[src/rtl/dmem_bus_bridge_if.sv]
// Bus-side signal bundle for dmem_bus_bridge: request/address-ok/data-ok handshake
// toward a variable-latency data SRAM or bus.
interface dmem_bus_bridge_if #(
    parameter int ADDR_W = 32,
    parameter int DATA_W = 32
);
    logic                bus_req;
    logic                bus_wr;
    logic [DATA_W/8-1:0] bus_wstrb;
    logic [ADDR_W-1:0]   bus_addr;
    logic [DATA_W-1:0]   bus_wdata;
    logic                bus_addr_ok;
    logic                bus_data_ok;
    logic [DATA_W-1:0]   bus_rdata;
    logic                bus_err;

    modport master (
        output bus_req, bus_wr, bus_wstrb, bus_addr, bus_wdata, bus_err,
        input  bus_addr_ok, bus_data_ok, bus_rdata
    );

    modport slave (
        input  bus_req, bus_wr, bus_wstrb, bus_addr, bus_wdata, bus_err,
        output bus_addr_ok, bus_data_ok, bus_rdata
    );
endinterface

[src/rtl/dmem_bus_bridge.sv]
// Converts the MIPS M-stage data access into a req/addr_ok/data_ok bus transaction,
// holding stallM until it completes. Optional watchdog enabled by DMEM_TIMEOUT_EN.
module dmem_bus_bridge #(
    parameter int ADDR_W  = 32,
    parameter int DATA_W  = 32,
    parameter int TIMEOUT = 255
) (
    input  logic                clk,
    input  logic                rst,
    input  logic                memenM,
    input  logic [DATA_W/8-1:0] memwriteM,
    input  logic [ADDR_W-1:0]   aluoutM,
    input  logic [DATA_W-1:0]   writedataM,
    output logic [DATA_W-1:0]   readdataM,
    output logic                stallM,
    dmem_bus_bridge_if.master   bus
);
    typedef enum logic [1:0] {IDLE, REQ, WAIT, DONE} bridgeStateT;

    bridgeStateT state, nextState;

    logic [ADDR_W-1:0]   addrQ;
    logic                wrQ;
    logic [DATA_W/8-1:0] strbQ;
    logic [DATA_W-1:0]   wdataQ;
    logic                reqValid;
    logic                accept;
    logic                capture;
    logic                timeoutNow;

    assign bus.bus_req   = reqValid;
    assign bus.bus_wr    = wrQ;
    assign bus.bus_wstrb = strbQ;
    assign bus.bus_addr  = addrQ;
    assign bus.bus_wdata = wdataQ;

`ifdef DMEM_TIMEOUT_EN
    localparam int CNT_W = ($clog2(TIMEOUT + 1) > 8) ? $clog2(TIMEOUT + 1) : 8;

    logic [CNT_W-1:0] waitCnt;
    logic             errQ;
    logic             busy;

    assign busy       = (state == REQ) || (state == WAIT);
    assign timeoutNow = busy && (waitCnt == CNT_W'(TIMEOUT - 1));
    assign bus.bus_err = errQ;

    always_ff @(posedge clk or posedge rst) begin
        if (rst) begin
            waitCnt <= '0;
        end else if (accept) begin
            waitCnt <= '0;
        end else if (busy) begin
            waitCnt <= waitCnt + 1'b1;
        end
    end
`else
    assign timeoutNow  = 1'b0;
    assign bus.bus_err = 1'b0;
`endif

    always_ff @(posedge clk or posedge rst) begin
        if (rst) begin
            state <= IDLE;
        end else begin
            state <= nextState;
        end
    end

    // A completing data_ok always wins over a watchdog expiry in the same cycle.
    always_comb begin
        nextState = state;
        stallM    = 1'b0;
        reqValid  = 1'b0;
        accept    = 1'b0;
        capture   = 1'b0;
        unique case (state)
            IDLE: begin
                stallM = memenM && !rst;
                if (memenM) begin
                    accept    = 1'b1;
                    nextState = REQ;
                end
            end
            REQ: begin
                stallM   = 1'b1;
                reqValid = 1'b1;
                if (bus.bus_addr_ok && bus.bus_data_ok) begin
                    capture   = 1'b1;
                    nextState = DONE;
                end else if (timeoutNow) begin
                    nextState = DONE;
                end else if (bus.bus_addr_ok) begin
                    nextState = WAIT;
                end
            end
            WAIT: begin
                stallM = 1'b1;
                if (bus.bus_data_ok) begin
                    capture   = 1'b1;
                    nextState = DONE;
                end else if (timeoutNow) begin
                    nextState = DONE;
                end
            end
            DONE: begin
                nextState = IDLE;
            end
            default: begin
                nextState = IDLE;
            end
        endcase
    end

    always_ff @(posedge clk or posedge rst) begin
        if (rst) begin
            addrQ     <= '0;
            wrQ       <= 1'b0;
            strbQ     <= '0;
            wdataQ    <= '0;
            readdataM <= '0;
        end else begin
            if (accept) begin
                addrQ  <= aluoutM;
                wrQ    <= |memwriteM;
                strbQ  <= memwriteM;
                wdataQ <= writedataM;
            end
            if (capture && !wrQ) begin
                readdataM <= bus.bus_rdata;
            end
`ifdef DMEM_TIMEOUT_EN
            if (timeoutNow && !capture && !wrQ) begin
                readdataM <= DATA_W'(32'hDEADBEEF);
            end
`endif
        end
    end

`ifdef DMEM_TIMEOUT_EN
    always_ff @(posedge clk or posedge rst) begin
        if (rst) begin
            errQ <= 1'b0;
        end else if (timeoutNow && !capture) begin
            errQ <= 1'b1;
        end
    end
`endif
endmodule
[src/flat_wrapper.sv]
// flat-port wrapper written by rule: the top's interface ports become plain ports
module dmem_bus_bridge_flat 
#(
    parameter int ADDR_W  = 32,
    parameter int DATA_W  = 32,
    parameter int TIMEOUT = 255
)
  (clk, rst, memenM, memwriteM, aluoutM, writedataM, readdataM, stallM, bus_bus_req, bus_bus_wr, bus_bus_wstrb, bus_bus_addr, bus_bus_wdata, bus_bus_err, bus_bus_addr_ok, bus_bus_data_ok, bus_bus_rdata);
  dmem_bus_bridge_if #(.ADDR_W(ADDR_W), .DATA_W(DATA_W)) bus_i ();
  input  logic clk;
  input  logic rst;
  input  logic memenM;
  input  logic [DATA_W/8-1:0] memwriteM;
  input  logic [ADDR_W-1:0] aluoutM;
  input  logic [DATA_W-1:0] writedataM;
  output logic [DATA_W-1:0] readdataM;
  output logic stallM;
  output wire logic [$bits(bus_i.bus_req)-1:0] bus_bus_req;
  output wire logic [$bits(bus_i.bus_wr)-1:0] bus_bus_wr;
  output wire logic [$bits(bus_i.bus_wstrb)-1:0] bus_bus_wstrb;
  output wire logic [$bits(bus_i.bus_addr)-1:0] bus_bus_addr;
  output wire logic [$bits(bus_i.bus_wdata)-1:0] bus_bus_wdata;
  output wire logic [$bits(bus_i.bus_err)-1:0] bus_bus_err;
  input wire logic [$bits(bus_i.bus_addr_ok)-1:0] bus_bus_addr_ok;
  input wire logic [$bits(bus_i.bus_data_ok)-1:0] bus_bus_data_ok;
  input wire logic [$bits(bus_i.bus_rdata)-1:0] bus_bus_rdata;
  assign bus_bus_req = bus_i.bus_req;
  assign bus_bus_wr = bus_i.bus_wr;
  assign bus_bus_wstrb = bus_i.bus_wstrb;
  assign bus_bus_addr = bus_i.bus_addr;
  assign bus_bus_wdata = bus_i.bus_wdata;
  assign bus_bus_err = bus_i.bus_err;
  assign bus_i.bus_addr_ok = bus_bus_addr_ok;
  assign bus_i.bus_data_ok = bus_bus_data_ok;
  assign bus_i.bus_rdata = bus_bus_rdata;
  dmem_bus_bridge #(.ADDR_W(ADDR_W), .DATA_W(DATA_W), .TIMEOUT(TIMEOUT)) u_core (.clk(clk), .rst(rst), .memenM(memenM), .memwriteM(memwriteM), .aluoutM(aluoutM), .writedataM(writedataM), .readdataM(readdataM), .stallM(stallM), .bus(bus_i));
endmodule
[config.mk]
export PLATFORM = sky130hd
export DESIGN_NAME = dmem_bus_bridge_flat
export DESIGN_NICKNAME = d
export VERILOG_FILES = /design/src/rtl/dmem_bus_bridge_if.sv /design/src/rtl/dmem_bus_bridge.sv /design/src/flat_wrapper.sv
export SDC_FILE = /design/constraint.sdc
export NUM_CORES = 1
export LEC_CHECK = 0
export ABC_AREA = 1
export ABC_CLOCK_PERIOD_IN_PS = 7600
export CAP_MARGIN = 20
export CORE_AREA = 2 2 108 110
export CTS_CLUSTER_SIZE = 28
export DETAILED_ROUTE_END_ITERATION = 8
export DIE_AREA = 0 0 110 112
export PLACE_DENSITY_LB_ADDON = 0.3
export SLEW_MARGIN = 20
export SYNTH_ARGS = -nofsm -noshare
export SYNTH_HDL_FRONTEND = slang
export SYNTH_SLANG_ARGS = --single-unit
[constraint.sdc]
create_clock -name clk -period 7.6 [get_ports clk]
set_input_delay 0.76 -clock clk [delete_from_list [all_inputs] [get_ports clk]]
set_output_delay 0.76 -clock clk [all_outputs]
set_load 0.02 [all_outputs]
==> results by group <==
Run status
  – Status: finished clean

Critical path
  – Slowest-stage cell, CP: clkinv_2
  – Required @ worst endpoint: 6840 ps
  – Worst-path fanout max: 70
  – Crit path DAT: ~3700 ps
  – Most common cell on crit path: clkdlybuf4s50_1
  – CP max stage delay: 890 ps
  – Crit path buffers/inverters: 4
  – Crit-path leading delay family: buffers and inverters
  – CP Capture Type: output pin
  – Worst setup SP type: primary input
  – Worst path cell trace: clkdlybuf4s50_1 -> nand2_2 -> buf_4 -> clkinv_2 -> nand2_1 -> a21oi_1 -> clkdlybuf4s50_1
  – Critical path class: in -> out

Worst hold path
  – Hold/Removal Path Class: reg -> reg

Detailed routing
  – Wire length per cell: roughly 14 µm
  – Via-to-Cell Ratio: 4.49
  – Final wirelength: 11.0 mm
  – DRC: 0
  – 1st-pass router iterations: 4
  – Post-DRT Antenna Nets: 0
  – Via count: about 3700
  – DRT iter0 DRCs: 264

Clock tree
  – Num CTS Buffers: 9
  – CTS tree: built
  – Root buffer cell: clkbuf_16
  – CTS Hold Bufs: 0
  – Resize count post-CTS: 0
  – Post-CTS setup repair buffer count: 0
  – Clk_lat worst skew: 330 ps
  – Clock Sink Count: between 100 and 150
  – CTS max path bufs: 2
  – Reg clk slew, reported paths: ~60 ps
  – H-tree depth: 3

STA
  – Fmax: 0.227 GHz
  – Final count of pins violating max slew: 0
  – Tightest Pin Transition: 922 ps
  – Slew HR: 38.6%
  – Fin crit share: 58.0%
  – Unrepaired setup endpoints after global routing: no
  – Final setup viols: 0
  – Worst clock skew: approximately 4.6 ps
  – Min Tclk post-route: ~4400 ps
  – Setup TNS: 0 ps
  – Fin. Hold Viols: 0

Placed design
  – Post-DP HPWL: between 7 and 8 mm
  – PortBufs: 207
  – Cell Area, Placed: 6250 µm²
  – Global placement routability congestion: 0.748

Yosys
  – Post-Syn Area: 4140 µm²
  – Yosys reg bits: around 100
  – Synth top area cells: dfrtp_1 (62%), nand2_1 (25%), nand3_1 (4.0%), ha_1 (1.5%), buf_4 (1.5%)
  – FFs w/ async S/R, synth: 100%
  – Syn nets: 579
  – Dominant synthesized flop cell: dfrtp_1
  – Cells after Synth: 469
  – Synth cell types: 18
  – Number of synthesized flops with an enable pin: 0
  – Leading area contributor after synthesis: dfrtp_1
  – Sequential cell area fraction in the yosys report: 62.3%
  – Most frequent cell after synthesis: nand2_1
  – Yosys warns: 0
  – Avg Inst Size Synth: between 8 and 9 µm²
  – Top-area cell type share of the netlist area: 62.3%
  – Most instantiated cells after synthesis: nand2_1 (277), dfrtp_1 (103), nand3_1 (33)

Layout
  – Filler Cells Inserted: around 980
  – Diode count: 0
  – Final #Nets: between 700 and 800
  – Share of layout cells above drive strength 1: 3.73%
  – Cell area after layout: 6550 µm²
  – Area grow syn2layout: 58.4%

GRT
  – Largest net degree at the start of global routing: 71
  – GRT Overall Usage: a little under a fifth
  – GRT overflow: 0
  – Initial antenna violation count: 0
  – First-pass GRT wire length: roughly 18 mm
  – Vias in the first global route: around 3600

Flow run
  – Max_cap viols: 0

Floorplanning
  – Die height: 112 µm
  – Die extent in x: between 100 and 150 µm
  – Initial Util: 37.0%
  – Die ar.: around 12000 µm²
  – Num rows: 39
  – # IOs: 209
  – Core Area: 11200 µm²

Pwr
  – Leakage: 3.27 nW
  – Post-layout power: 0.00280 W
  – Pwr/cell area: 428 nW/µm²
  – Worst IR Drop VDD: slightly above 0.0002 V
[where the power goes]
group	total (W)	internal [W]	switching (W)
sequential	0.000960	0.000809	0.000151
combinational	0.00139	0.000626	0.000764
clock	0.000455	0.000264	0.000191
total	0.00280	0.00170	0.00111
[stage by stage]
stage	utilization, %	hold slack, ps	setup slack [ps]	cells
global placement	55.9	454	3300	797
floorplan	-	498	3370	469
detailed placement	55.9	458	3270	797
global route	58.6	492	2970	813
finish	58.6	474	3190	813
CTS	58.6	475	3270	813
[placed cells by master, fill, tap and decap left out]
cell,instances
a21oi_1,2
nor3_1,1
clkbuf_8,1
nand3_1,33
nor2_1,6
nand2_1,277
inv_4,1
inv_1,8
clkbuf_16,9
o21ai_0,1
clkinv_2,3
inv_2,1
dfrtp_1,103
clkbuf_1,1
bufinv_16,1
ha_1,5
conb_1,1
buf_4,2
clkdlybuf4s50_1,207
nor2_8,1
nand2_4,1
clkinv_4,2
nand2_2,3
[worst reg2reg max path: stages, from the launching register on]
cell	delay [ps]
dfrtp_1	400
inv_1	100
ha_1	260
nand2_2	80
buf_4	540
clkinv_2	920
nor2_1	380
a21oi_1	70
[metal layers]
layer  GRT usage, %  wire length [µm]  part of all wire [%]
met1           23.6              4650                    42
met2           29.5              5300                    48
met3           3.63               807                   7.3
met4           7.68               226                   2.1
met5              0                 0                     0
[path summary, 6_finish.rpt]
| path | startpoint | endpoint | slack (ps) | cells past startpoint |
|---|---|---|---|---|
| min in group asynchronous | rst | u_core.bus.bus_wdata[19] | 790 | 2 |
| max | memenM | stallM | 3190 | 7 |
| min reg2reg | u_core.readdataM[17] | u_core.readdataM[17] | 470 | 2 |
| max reg2reg | u_core.state[0] | u_core.bus.bus_wr | 4740 | 7 |
| min | u_core.readdataM[17] | u_core.readdataM[17] | 470 | 2 |
| max in group asynchronous | rst | u_core.bus.bus_addr[8] | 5620 | 3 |
[sequential cells by signal, indices dropped and copies added (netlist names)]
signal                flops
u_core.bus.bus_wstrb      4
u_core.state              2
u_core.bus.bus_addr      32
u_core.readdataM         32
u_core.bus.bus_wdata     32
u_core.bus.bus_wr         1
[logic make-up after synthesis]
family / synth area share, %
flip-flops: 62.3
AO/OA/AOI/OAI: 0.363
AND/OR/NAND/NOR: 31.0
other: 0.0907
buffers and inverters: 4.72
adder cells (fa/ha/maj): 1.51
[area by class of cell]
cell class                 count  area [µm²]  share of cell area (%)
clock inverter                 5        57.6                   0.878
tap                          143         179                    2.73
sequential                   103        2580                    39.3
clock buffer                  11         243                    3.70
timing repair buffer         209        2090                    31.9
multi-input combinational    331        1360                    20.8
inverter                      11        45.0                   0.687
Note: power is estimated with default switching activity, not from simulation.
